### config.mk
export PLATFORM = sky130hd
export DESIGN_NAME = s2mm_buf_sched
export DESIGN_NICKNAME = d
export VERILOG_FILES = /design/src/rtl/s2mm_sched_pkg.sv /design/src/rtl/s2mm_buf_pick.sv /design/src/rtl/s2mm_buf_sched.sv
export SDC_FILE = /design/constraint.sdc
export NUM_CORES = 1
export LEC_CHECK = 0
export CORE_MARGIN = 5
export CORE_UTILIZATION = 53
export DETAILED_ROUTE_END_ITERATION = 10
export DONT_BUFFER_PORTS = 1
export PLACE_DENSITY_LB_ADDON = 0.25
export SLEW_MARGIN = 20
export SYNTH_ARGS = -nofsm -noshare
export SYNTH_HDL_FRONTEND = slang
export SYNTH_SLANG_ARGS = --single-unit
export TNS_END_PERCENT = 20
### constraint.sdc
create_clock -name clk -period 1.3 [get_ports clk]
set_input_delay 0 -clock clk [delete_from_list [all_inputs] [get_ports clk]]
set_output_delay 0 -clock clk [all_outputs]
set_load 0.02 [all_outputs]
### src/rtl/s2mm_sched_pkg.sv
// Shared definitions for the s2mm frame-buffer scheduler.
//   sched_state_t : run/stop sequencer state encoding
//   STOP_MIN_CYC  : minimum STOP dwell, covers the lag before the writer's
//                   resetting flag reflects the soft reset
//   BUF_NUM_MIN/MAX : legal range of the buffer ring size
package s2mm_sched_pkg;

  typedef enum logic [1:0] {
    IDLE = 2'd0,
    RUN  = 2'd1,
    STOP = 2'd2
  } sched_state_t;

  localparam int STOP_MIN_CYC = 2;
  localparam int BUF_NUM_MIN  = 3;
  localparam int BUF_NUM_MAX  = 4;

endpackage

### src/rtl/s2mm_buf_pick.sv
// Next-writer buffer chooser (combinational).
//   cur : buffer the writer is (about to be) filling
//   rd  : buffer the reader is (about to be) scanning
//   w   : first index (cur+k) mod C_BUF_NUM, k = 1..C_BUF_NUM-1, not equal to rd
// With at least three buffers a candidate always exists.
module s2mm_buf_pick #(
  parameter int C_BUF_NUM  = 3,
  parameter int C_IDX_BITS = 2
) (
  input  logic [C_IDX_BITS-1:0] cur,
  input  logic [C_IDX_BITS-1:0] rd,
  output logic [C_IDX_BITS-1:0] w
);

  logic [C_IDX_BITS-1:0] cand;
  logic                  found;

  always_comb begin
    w     = '0;
    found = 1'b0;
    cand  = cur;
    for (int k = 1; k < C_BUF_NUM; k++) begin
      // wrap by compare so non-power-of-2 rings work
      cand = (cand == C_IDX_BITS'(C_BUF_NUM - 1)) ? '0 : cand + 1'b1;
      if (!found && (cand != rd)) begin
        w     = cand;
        found = 1'b1;
      end
    end
  end

endmodule

### src/rtl/s2mm_buf_sched.sv
// Frame-buffer scheduler and run/stop sequencer for the s2mm writer and
// its companion mm2s reader.
// Ports:
//   clk, resetn          : clock, async active-low reset
//   enable               : run request
//   buf_addr             : packed buffer base addresses, buffer i at [i*AW +: AW]
//   s2mm_soft_resetn     : writer soft reset (high while running)
//   s2mm_resetting       : writer still draining a transaction
//   s2mm_sof, s2mm_addr  : writer frame pulse / next writer base address
//   mm2s_sof, mm2s_addr  : reader frame pulse / reader base address
//   mm2s_valid           : reader buffer holds a complete frame
//   busy                 : sequencer not idle
//   wr_idx, rd_idx       : buffer indices behind s2mm_addr / mm2s_addr
// Optional (macro S2MM_BUF_SCHED_STAT_EN): wr_frames, rd_frames, rd_repeats.
//
// state | meaning
// IDLE  | writer held in soft reset, writer sofs ignored
// RUN   | writer released, buffers rotate on each writer sof
// STOP  | writer back in reset, wait >= STOP_MIN_CYC and resetting low
module s2mm_buf_sched
  import s2mm_sched_pkg::*;
#(
  parameter int C_ADDR_WIDTH = 32,
  parameter int C_BUF_NUM    = 3,
  parameter int C_IDX_BITS   = 2
) (
  input  logic                              clk,
  input  logic                              resetn,
  input  logic                              enable,
  input  logic [C_BUF_NUM*C_ADDR_WIDTH-1:0] buf_addr,
  output logic                              s2mm_soft_resetn,
  input  logic                              s2mm_resetting,
  input  logic                              s2mm_sof,
  output logic [C_ADDR_WIDTH-1:0]           s2mm_addr,
  input  logic                              mm2s_sof,
  output logic [C_ADDR_WIDTH-1:0]           mm2s_addr,
  output logic                              mm2s_valid,
  output logic                              busy,
  output logic [C_IDX_BITS-1:0]             wr_idx,
  output logic [C_IDX_BITS-1:0]             rd_idx
`ifdef S2MM_BUF_SCHED_STAT_EN
  ,
  output logic [31:0]                       wr_frames,
  output logic [31:0]                       rd_frames,
  output logic [31:0]                       rd_repeats
`endif
);

  if (C_BUF_NUM < BUF_NUM_MIN || C_BUF_NUM > BUF_NUM_MAX ||
      (1 << C_IDX_BITS) < C_BUF_NUM) begin : g_bad_cfg
    $error("s2mm_buf_sched: illegal C_BUF_NUM / C_IDX_BITS");
  end

  sched_state_t state, state_next;
  logic [1:0]   stop_cnt;
  logic         stop_done;

  logic [C_IDX_BITS-1:0] cur, lat, rd, w;
  logic [C_IDX_BITS-1:0] cur_next, rd_next, w_pick;
  logic                  cur_vld, lat_vld;
  logic                  honoured, lat_upd, rd_take, to_idle;

  assign stop_done = (stop_cnt == 2'd0);

  always_comb begin
    state_next = state;
    case (state)
      IDLE:    if (enable && !s2mm_resetting) state_next = RUN;
      RUN:     if (!enable) state_next = STOP;
      STOP:    if (stop_done && !s2mm_resetting) state_next = IDLE;
      default: state_next = IDLE;
    endcase
  end

  always_ff @(posedge clk or negedge resetn) begin
    if (!resetn) begin
      state            <= IDLE;
      s2mm_soft_resetn <= 1'b0;
      stop_cnt         <= '0;
    end else begin
      state            <= state_next;
      s2mm_soft_resetn <= (state_next == RUN);
      if (state == RUN && state_next == STOP)
        stop_cnt <= 2'(STOP_MIN_CYC - 1);
      else if (state == STOP && !stop_done)
        stop_cnt <= stop_cnt - 2'd1;
    end
  end

  assign busy     = (state != IDLE);
  assign honoured = s2mm_sof && (state == RUN);
  assign lat_upd  = honoured && cur_vld;
  // reader always takes the pre-update lat, even with a coincident writer sof
  assign rd_take  = mm2s_sof && lat_vld;
  assign to_idle  = (state == STOP) && (state_next == IDLE);
  assign cur_next = honoured ? w : cur;
  assign rd_next  = rd_take ? lat : rd;

  s2mm_buf_pick #(
    .C_BUF_NUM  (C_BUF_NUM),
    .C_IDX_BITS (C_IDX_BITS)
  ) u_pick (
    .cur (cur_next),
    .rd  (rd_next),
    .w   (w_pick)
  );

  always_ff @(posedge clk or negedge resetn) begin
    if (!resetn) begin
      cur        <= '0;
      cur_vld    <= 1'b0;
      lat        <= '0;
      lat_vld    <= 1'b0;
      rd         <= '0;
      mm2s_valid <= 1'b0;
      w          <= C_IDX_BITS'(1);
    end else begin
      cur <= cur_next;
      rd  <= rd_next;
      w   <= w_pick;
      if (lat_upd) lat <= cur;
      if (rd_take) mm2s_valid <= 1'b1;
      // rd / mm2s_valid survive the stop: the reader may still be scanning rd
      if (to_idle) begin
        cur_vld <= 1'b0;
        lat_vld <= 1'b0;
      end else begin
        if (honoured) cur_vld <= 1'b1;
        if (lat_upd)  lat_vld <= 1'b1;
      end
    end
  end

  assign wr_idx = w;
  assign rd_idx = rd;

  always_comb begin
    s2mm_addr = buf_addr[C_ADDR_WIDTH-1:0];
    mm2s_addr = buf_addr[C_ADDR_WIDTH-1:0];
    for (int i = 0; i < C_BUF_NUM; i++) begin
      if (w == C_IDX_BITS'(i))  s2mm_addr = buf_addr[i*C_ADDR_WIDTH +: C_ADDR_WIDTH];
      if (rd == C_IDX_BITS'(i)) mm2s_addr = buf_addr[i*C_ADDR_WIDTH +: C_ADDR_WIDTH];
    end
  end

`ifdef S2MM_BUF_SCHED_STAT_EN
  // lat_new: lat has moved since the last reader sof
  logic lat_new;

  always_ff @(posedge clk or negedge resetn) begin
    if (!resetn) begin
      wr_frames  <= '0;
      rd_frames  <= '0;
      rd_repeats <= '0;
      lat_new    <= 1'b0;
    end else begin
      if (honoured) wr_frames <= wr_frames + 32'd1;
      if (mm2s_sof) begin
        rd_frames <= rd_frames + 32'd1;
        if (!lat_vld || !lat_new) rd_repeats <= rd_repeats + 32'd1;
      end
      if (to_idle)       lat_new <= 1'b0;
      else if (lat_upd)  lat_new <= 1'b1;
      else if (mm2s_sof) lat_new <= 1'b0;
    end
  end
`endif

endmodule
==> metrics.txt <==
endpoint required time on the critical path 1.30 ns; via count of the first global-routing pass 1,971; outcome complete, but fails checks; commonest non-fill, non-tap cell in the layout sky130_fd_sc_hd__nor2_1; starting density of the core 54.1%; CTS clock-pin slew for the worst setup and hold paths 0.10 ns; Site Rows 21; YS warnings 0; most crowded layer after global routing met2; Wirelength per Cell 23.0 µm; highest net fanout along the worst path 31; area of the core 3280 µm²; HPWL after detailed placement 5180 µm; total setup violations reported at the end of the flow 67; antenna violations before repair 0; count of final max-slew check failures 0; TritonCTS clock tree yes; fin util 84.2%; Final ANT Viol Nets 0; RSZ-0062 raised after global routing yes; Final WS setup -0.351 ns; number of violations reported at the end of detailed-routing iteration 0 269; Clock Path Buffers 2; cts bufs inserted 3; buffer cell driving the clock tree root sky130_fd_sc_hd__clkbuf_4; area of the die 4610 µm²; Async SR Flop Fraction 100%; failing checks setup timing; met2 usage 47.6%; DR DRC count 0; type of origin of the critical path flip-flop; synth-to-layout area growth 55.7%; worst ir drop on vdd 2.39 mV; largest net degree at the start of global routing 32; Final #Nets 415; share of the yosys chip area belonging to registers 22.6%; most frequent cells in the layout 55 x sky130_fd_sc_hd__nor2_1, 46 x sky130_fd_sc_hd__nor2_2, 45 x sky130_fd_sc_hd__o22ai_1; area of the mapped netlist 1780 µm²; horizontal extent of the die 67.9 µm; clock period minus worst slack 1.65 ns; Final Hold Viols 0; count of state elements after synthesis 16; aggregate global-route resource usage 25.5%; Synth Area per Inst 6.32 µm²; instance count of the mapped netlist 281; fraction of final layout cells sized beyond drive strength 1 49.5%; number of diodes 0; Lkg Pwr 1.08 nW; maximum level of the CTS H-tree 1; wire length of the first global-routing pass 9380 µm; maximum clock frequency 606 MHz; sinks on the clock net 16; Place WS -0.00419 ns; final worst-path cycle share 127%; total wirelength of the detailed-routed design 8210 µm; I/O pin cnt 173; accumulated negative setup slack -14.39 ns; worst skew pair latency 0.29 ns; number of search-and-repair iterations in the first detailed-routing pass 5; areal power density over the cells 3590 nW/µm²; Max-cap violations 0; most frequently used flop master after synthesis sky130_fd_sc_hd__dfrtp_1; Synthesized Nets 384; Cell Count, Final, Fillers Out 357; worst clock skew 0.00636 ns; fraction of met1 tracks used by global routing 30.8%; GR met3 Demand/Resource 6.08%; grt ovf 0; Buffers on Ports 0; via count of the routed design 2,388; type of the setup path with the least slack reg2out; number of placed instances with taps included 342; detailed-route vias per instance 6.69; vertical extent of the die 67.9 µm; count of flip-flops with a built-in enable after synthesis 0; worst-margin pin slew 0.738 ns; count of distinct cell types in the synthesized netlist 31; worst hold path class in2reg; Rel. slew slack 50.7%; data arrival time of the critical path 1.65 ns; final estimated routing congestion in global placement 0.797; element type at the critical path end primary output
cell usage after synthesis (all sizes together), types with 2 or more instances:
cell    instances  area, µm²
nor2b           5       31.3
clkbuf          5       18.8
nand2           4       17.5
a21oi           7       35.0
nand3b          2       15.0
nor2          123        464
inv             4       15.0
nand2b          6       40.0
mux2i           6       60.1
nor3b           2       15.0
o22ai          61        382
o21ai           6       30.0
a211oi          4       30.0
dfrtp          15        375
mux2            4       48.8
buf            17       95.1
cell type report:
class                      count  area (µm²)
timing repair buffer          48         543
clock buffer                   4        36.3
inverter                       4        15.0
tap                           46        57.6
fill                         192         520
sequential                    16         405
multi-input combinational    239        1710
metrics by stage:
stage	power, W	hold WS (ns)	cell area [µm²]
floorplan	0.00610	-0.296	1930
global placement	0.00760	-0.295	2180
detailed placement	0.00768	-0.295	2180
CTS	0.00833	0.00602	2320
global route	0.0104	-0.00389	2760
finish	0.00991	0.000133	2760
state kept, by name, summed over array words and instances, names as in the netlist:
register	cells
cur	2
cur_vld	1
lat	2
lat_vld	1
mm2s_valid	1
rd_idx	2
s2mm_soft_resetn	1
state	2
stop_cnt	2
wr_idx	2
what timing repair did:
| action | CTS | global route |
|---|---|---|
| pin swaps | 2 | 27 |
| cloned | 1 | 4 |
| buffers inserted | 0 | 1 |
| gates resized for setup | 7 | 76 |
| hold buffers | 5 | 0 |
| hold endpoints to repair | 22 | 0 |
| endpoints found under the setup margin | 65 | 68 |
per-layer routing:
layer  routed length, µm  share of wire [%]
met1                2660                 32
met2                4350                 53
met3                1020                 12
met4                 176                2.1
met5                   0                  0
cell families (layout without fill, tap and decap cells):
kind of cell	after synthesis	count (layout)	share of synthesized area, %
AO/OA/AOI/OAI	81	81	28.2
adder cells (fa/ha/maj)	2	2	1.34
buffers and inverters	26	56	7.26
flip-flops	16	16	22.6
multiplexers	10	10	6.13
AND/OR/NAND/NOR	146	146	34.5
path summary, 6_finish.rpt:
check | slack, ns | depth (start not counted) | startpoint | endpoint
max | -0.35 | 4 | wr_idx[0]$_DFF_PN1_ | s2mm_addr[29]
min | 0.0001 | 3 | s2mm_resetting | cur_vld$_DFFE_PN0P_
max reg2reg | -0.05 | 4 | state[1]$_DFF_PN0_ | wr_idx[1]$_DFF_PN0_
min reg2reg | 0.52 | 1 | lat[0]$_DFFE_PN0P_ | lat[0]$_DFFE_PN0P_
max in group asynchronous | 0.58 | 1 | resetn | rd_idx[1]$_DFF_PN0_
min in group asynchronous | 0.20 | 1 | resetn | s2mm_soft_resetn$_DFF_PN0_
critical path, stage by stage, from the launching register on:
cell and delay [ns]:
sky130_fd_sc_hd__dfstp_2 0.57, sky130_fd_sc_hd__nand2b_4 0.16, sky130_fd_sc_hd__buf_12 0.18, sky130_fd_sc_hd__o22ai_1 0.15, sky130_fd_sc_hd__nor2_2 0.29
report_power, final:
group | internal, W | switching, W
Sequential | 0.000706 | 0.000186
Clock | 0.000171 | 0.000170
Combinational | 0.00330 | 0.00538
Total | 0.00417 | 0.00573
(Power assumes the default switching activity.)
